`src/rtl/cpu_seq_ctl.sv`:
```
// Instruction sequencer for the 8-bit accumulator core: 8-state fetch/decode/execute with registered controls.
// Define SINGLE_STEP_EN to add a step input and a WAIT state between instructions.
module cpu_seq_ctl #(
    parameter int CNT_W = 8
) (
    input  logic             clk,
    input  logic             reset,
    input  logic             ena,
    input  logic [2:0]       opcode,
    input  logic             zero,
`ifdef SINGLE_STEP_EN
    input  logic             step,
`endif
    output logic             inc_pc,
    output logic             load_pc,
    output logic             load_acc,
    output logic             load_ir,
    output logic             rd,
    output logic             wr,
    output logic             datactl_ena,
    output logic             halt,
    output logic [CNT_W-1:0] instr_cnt
);

    localparam logic [2:0] OP_HLT  = 3'b000;
    localparam logic [2:0] OP_SKZ  = 3'b001;
    localparam logic [2:0] OP_ADD  = 3'b010;
    localparam logic [2:0] OP_ANDD = 3'b011;
    localparam logic [2:0] OP_XORR = 3'b100;
    localparam logic [2:0] OP_LDA  = 3'b101;
    localparam logic [2:0] OP_STO  = 3'b110;
    localparam logic [2:0] OP_JMP  = 3'b111;

    typedef enum logic [3:0] {
        ST_IDLE   = 4'd0,
        ST_S0     = 4'd1,
        ST_S1     = 4'd2,
        ST_S2     = 4'd3,
        ST_S3     = 4'd4,
        ST_S4     = 4'd5,
        ST_S5     = 4'd6,
        ST_S6     = 4'd7,
        ST_S7     = 4'd8,
        ST_HALTED = 4'd9
`ifdef SINGLE_STEP_EN
        ,
        ST_WAIT   = 4'd10
`endif
    } state_t;

    state_t           st_q, st_d;
    logic             inc_pc_q, inc_pc_d;
    logic             load_pc_q, load_pc_d;
    logic             load_acc_q, load_acc_d;
    logic             load_ir_q, load_ir_d;
    logic             rd_q, rd_d;
    logic             wr_q, wr_d;
    logic             datactl_ena_q, datactl_ena_d;
    logic             halt_q, halt_d;
    logic [CNT_W-1:0] instr_cnt_q, instr_cnt_d;

    logic mem_rd_op;
    logic skz_taken;

    assign mem_rd_op = (opcode == OP_ADD) || (opcode == OP_ANDD) ||
                       (opcode == OP_XORR) || (opcode == OP_LDA);
    assign skz_taken = (opcode == OP_SKZ) && zero;

    always_comb begin
        st_d        = ST_IDLE;
        instr_cnt_d = instr_cnt_q;
        if (reset) begin
            st_d        = ST_IDLE;
            instr_cnt_d = '0;
        end else begin
            case (st_q)
                ST_IDLE: st_d = ena ? ST_S0 : ST_IDLE;
                ST_S0:   st_d = ST_S1;
                ST_S1:   st_d = ST_S2;
                ST_S2:   st_d = ST_S3;
                // halt_q already reflects the HLT decode latched on entry to S3
                ST_S3: begin
                    if (halt_q) begin
                        st_d        = ST_HALTED;
                        instr_cnt_d = instr_cnt_q + CNT_W'(1);
                    end else begin
                        st_d = ST_S4;
                    end
                end
                ST_S4:   st_d = ST_S5;
                ST_S5:   st_d = ST_S6;
                ST_S6:   st_d = ST_S7;
                ST_S7: begin
                    instr_cnt_d = instr_cnt_q + CNT_W'(1);
`ifdef SINGLE_STEP_EN
                    st_d = ena ? ST_WAIT : ST_IDLE;
`else
                    st_d = ena ? ST_S0 : ST_IDLE;
`endif
                end
                ST_HALTED: st_d = ST_HALTED;
`ifdef SINGLE_STEP_EN
                ST_WAIT: begin
                    if (!ena)      st_d = ST_IDLE;
                    else if (step) st_d = ST_S0;
                    else           st_d = ST_WAIT;
                end
`endif
                default: st_d = ST_IDLE;
            endcase
        end
    end

    // Outputs are decoded from the state being entered so they are valid for that whole state.
    always_comb begin
        inc_pc_d      = 1'b0;
        load_pc_d     = 1'b0;
        load_acc_d    = 1'b0;
        load_ir_d     = 1'b0;
        rd_d          = 1'b0;
        wr_d          = 1'b0;
        datactl_ena_d = 1'b0;
        halt_d        = 1'b0;
        case (st_d)
            ST_S0: begin
                rd_d      = 1'b1;
                load_ir_d = 1'b1;
            end
            ST_S1: begin
                rd_d      = 1'b1;
                load_ir_d = 1'b1;
                inc_pc_d  = 1'b1;
            end
            ST_S3: begin
                inc_pc_d = 1'b1;
                halt_d   = (opcode == OP_HLT);
            end
            ST_S4: begin
                rd_d          = mem_rd_op;
                inc_pc_d      = skz_taken;
                load_pc_d     = (opcode == OP_JMP);
                datactl_ena_d = (opcode == OP_STO);
            end
            ST_S5: begin
                rd_d          = mem_rd_op;
                load_acc_d    = mem_rd_op;
                inc_pc_d      = skz_taken || (opcode == OP_JMP);
                load_pc_d     = (opcode == OP_JMP);
                wr_d          = (opcode == OP_STO);
                datactl_ena_d = (opcode == OP_STO);
            end
            ST_S6: begin
                rd_d          = mem_rd_op;
                datactl_ena_d = (opcode == OP_STO);
            end
            ST_HALTED: halt_d = 1'b1;
            default: ;
        endcase
    end

    always_ff @(posedge clk) begin
        st_q          <= st_d;
        inc_pc_q      <= inc_pc_d;
        load_pc_q     <= load_pc_d;
        load_acc_q    <= load_acc_d;
        load_ir_q     <= load_ir_d;
        rd_q          <= rd_d;
        wr_q          <= wr_d;
        datactl_ena_q <= datactl_ena_d;
        halt_q        <= halt_d;
        instr_cnt_q   <= instr_cnt_d;
    end

    assign inc_pc      = inc_pc_q;
    assign load_pc     = load_pc_q;
    assign load_acc    = load_acc_q;
    assign load_ir     = load_ir_q;
    assign rd          = rd_q;
    assign wr          = wr_q;
    assign datactl_ena = datactl_ena_q;
    assign halt        = halt_q;
    assign instr_cnt   = instr_cnt_q;

endmodule

```
`config.mk`:
```
export PLATFORM = sky130hd
export DESIGN_NAME = cpu_seq_ctl
export DESIGN_NICKNAME = d
export VERILOG_FILES = /design/src/rtl/cpu_seq_ctl.sv
export SDC_FILE = /design/constraint.sdc
export NUM_CORES = 1
export LEC_CHECK = 0
export BUFFER_PORTS_ARGS = -buffer_cell sky130_fd_sc_hd__buf_4
export CAP_MARGIN = 20
export CORE_MARGIN = 3
export CORE_UTILIZATION = 49
export CTS_BUF_LIST = sky130_fd_sc_hd__clkbuf_8
export DETAILED_ROUTE_END_ITERATION = 10
export PLACE_DENSITY = 0.78
export SLEW_MARGIN = 15
export SYNTH_ARGS = -nofsm -noshare
export SYNTH_HDL_FRONTEND = slang
export SYNTH_SLANG_ARGS = --single-unit
```
`constraint.sdc`:
```
create_clock -name clk -period 1.4 [get_ports clk]
set_clock_uncertainty 0.1 [all_clocks]
set_input_delay 0.35 -clock clk [delete_from_list [all_inputs] [get_ports clk]]
set_output_delay 0.35 -clock clk [all_outputs]
set_load 0.01 [all_outputs]
```
==> impl_metrics.tcl <==
set metrics [dict create \
    rsz0062_at_grt "yes" \
    ys_async_sr_fraction 0 \
    antenna_found_initial 0 \
    n_antenna_cell 0 \
    final_cell_area_mm2 0.00149 \
    synth_mux_area_frac 0.0104 \
    dpl_cell_area_mm2 0.00130 \
    synth_compound_area_frac 0.149 \
    power_density_mw_per_mm2 918 \
    final_nets 160 \
    netlist_area_um2 958 \
    syn_nets 115 \
    finalSetupViolCount 11 \
    synth_seq_cells 20 \
    tightest_slew_ns 0.456 \
    synth_warnings 0 \
    area_delta_synth_final_pct 55.5 \
    cpPeakStageDelay_ns 0.43 \
    dp_cells 169 \
    crit_path_top_delay_cell "or4_4" \
    intPower_uw 1000 \
    synth_flop_cell "dfxtp_1" \
    crit_type "flop to flop" \
    multi_input_area_um2 613 \
    clock_path_buffers 2 \
    cts-root-buf "clkbuf_8" \
    swShare 0.268 \
    start_util 0.538 \
    synth.distinct_cells 39 \
    grt_pass1_wl_um 4310 \
    drt_iter0_drc 27 \
    ant_nets 0 \
    die_x_um 50.2 \
    p_comb_frac 0.219 \
    fp.dieH_um 50.2 \
    ir_drop_mv 0.859 \
    area.sequential_um2 414 \
    synth_seq_area_share 0.418 \
    die-area_mm2 0.00252 \
    grt_pass1_vias 903 \
    cts_tree "done" \
    postSynthCellCount 107 \
    clk_latency_ns 0.26 \
    critPathRequiredTime_ns 1.48 \
    vias_per_cell 5.67 \
    core_mm2 0.00178 \
    crit_start "st_q[3]" \
    ioPinCount 23 \
    finalCritPeriodShare 1.15 \
    hpwl_um 1870 \
    drv_cap 0 \
    postCtsHoldBufs 0 \
    p_seq_frac 0.462 \
    outcome "finished, violations left" \
    finalHoldViolations 0 \
    tns_ns -0.718 \
    post-route-min-period_ns 1.60 \
    critPathLaunchType "flop" \
    synth_top_family_by_area "simple AND/OR/NAND/NOR gates" \
    failed_checks "negative setup slack" \
    slew_violations 0 \
    row_count 15 \
    grt_start_max_net_pins 12 \
    cp_max_fo 5 \
    arrival_ns 1.68 \
    cts_sinks 20 \
    maxSlewHeadroom 0.691 \
    grtUsageTotal 0.230 \
    setup.worst_path.end_class "flop" \
    postSynthAreaPerCell_um2 8.96 \
    path_buf_inv 2 \
    layout-drive-gt1-share 0.503 \
    leakage_uw 0.000654 \
    grt_overflow 0 \
    p_sw_uw 367 \
    synthAdderAreaFrac 0.0131 \
    yosys.area_share.simple 0.285 \
    clkPwrFrac 0.319 \
    htreeDepth 1 \
    hp-start "opcode[0]" \
    synth_edf_count 0 \
    drc 0 \
    stdcell_count 176 \
    critical_path.top_delay_family "simple AND/OR/NAND/NOR gates" \
    drt_pass1_iterations 4 \
    setup_slack_ns -0.205 \
    fillers 97 \
    synthXorXnorAreaFrac 0.0731 \
    clk_transition_reported_paths_ns 0.07 \
    timing.rr.start "st_q[3]" \
    cts_made_buffers 3 \
    hold_path_class "primary input to flop" \
    via_count 998 \
    path_cells "buf_12, nor2_4, o21ai_2, buf_4, or4_4, a31oi_1" \
    gp_congestion 0.898 \
    numPortBuffers 22 \
    fmax_mhz 623 \
    wire_per_inst_um 16.3 \
    routed_wl_um 2870 \
]
[per-layer routing]
metal  vias to the layer above  global-route usage  wire (µm)
li1                        475                   -          -
met1                       470               0.269       1140
met2                        47               0.391       1430
met3                         6              0.0801        232
met4                         0              0.0645         63
met5                         -                   0          0
[final timing paths]
path | endpoint | slack (ns) | cells past startpoint
worst min register to register | instr_cnt[7] | 0.42 | 2
worst max-delay path | rd | -0.20 | 6
worst max register to register | rd | -0.20 | 6
worst min-delay path | wr | 0.22 | 2
[power groups by stage]
stage / clock, µW / sequential [µW] / combinational (µW)
6_report: 437 / 631 / 299
5_1_grt: 479 / 636 / 320
4_1_cts: 441 / 626 / 264
3_5_place_dp: 0 / 632 / 241
3_3_place_gp: 0 / 629 / 236
2_1_floorplan: 0 / 624 / 119
[synthesized netlist by cell type, types with 2 or more instances]
cell,number,area share
a21oi_1,3,0.016
o21ai_1,2,0.010
nand2_1,9,0.035
o21ai_0,3,0.016
nor4_1,3,0.020
nand3_1,2,0.010
inv_1,4,0.016
o211ai_1,4,0.031
a31oi_1,2,0.013
dfxtp_1,20,0.42
nor2_1,13,0.051
buf_2,4,0.021
xor2_1,7,0.064
and3_1,4,0.026
nor3_1,3,0.016
[worst reg2reg max path, delay by kind of cell (launching register included)]
family                 cells  cell delay [ns]
buffers and inverters      2             0.27
DFF                        1             0.34
AOI/OAI and AO/OA          2             0.29
and+or+nand+nor            2             0.52
[cell type report]
type                            count  share of cell area
Inverter                            4              0.0101
Clock buffer                        4              0.0369
Timing Repair Buffer               46               0.243
Sequential cell                    20               0.278
Multi-Input combinational cell     77               0.411
Tap cell                           25              0.0210
[registers in the layout, indices dropped and copies added (netlist names)]
signal,flops
instr_cnt,8
st_q,4
datactl_ena,1
halt,1
inc_pc,1
load_acc,1
load_ir,1
load_pc,1
rd,1
wr,1
[cell families after synthesis]
group,count (synthesis)
XOR/XNOR,8
multiplexers,1
AND/OR/NAND/NOR,47
flip-flops,20
adder cells (fa/ha/maj),1
buffers and inverters,10
AO/OA/AOI/OAI,20
[stage by stage]
step	setup WS, ns	total power, µW	utilization	hold WS, ns
2_1_floorplan	-0.0227	743	-	0.327
3_3_place_gp	-0.0796	865	0.729	0.391
3_5_place_dp	-0.232	873	0.729	0.400
4_1_cts	-0.101	1330	0.805	0.214
5_1_grt	-0.219	1440	0.836	0.214
6_report	-0.205	1370	0.836	0.223
[timing repair]
item | CTS | global route
endpoints found under the setup margin | 16 | 14
pin swaps | 6 | 9
resized for setup | 14 | 13
endpoints found under the hold margin | 0 | 0
buffers inserted | 3 | 0
[cells in the final DEF, fill, tap and decap left out, types with 2 or more instances in the layout]
master / synthesis / routed
buf_4: 0 / 44
dfxtp_1: 20 / 15
nor2_1: 13 / 12
nand2_1: 9 / 9
xor2_1: 7 / 7
o211ai_1: 4 / 4
clkbuf_8: 0 / 4
inv_1: 4 / 3
and3_1: 4 / 3
o21ai_0: 3 / 3
dfxtp_4: 0 / 3
nor4_4: 0 / 2
nor3_1: 3 / 2
nor2_4: 1 / 2
o21ai_2: 0 / 2
nand3_1: 2 / 2
a31oi_1: 2 / 2
dfxtp_2: 0 / 2
No activity file was read; power rests on OpenSTA's default activity.
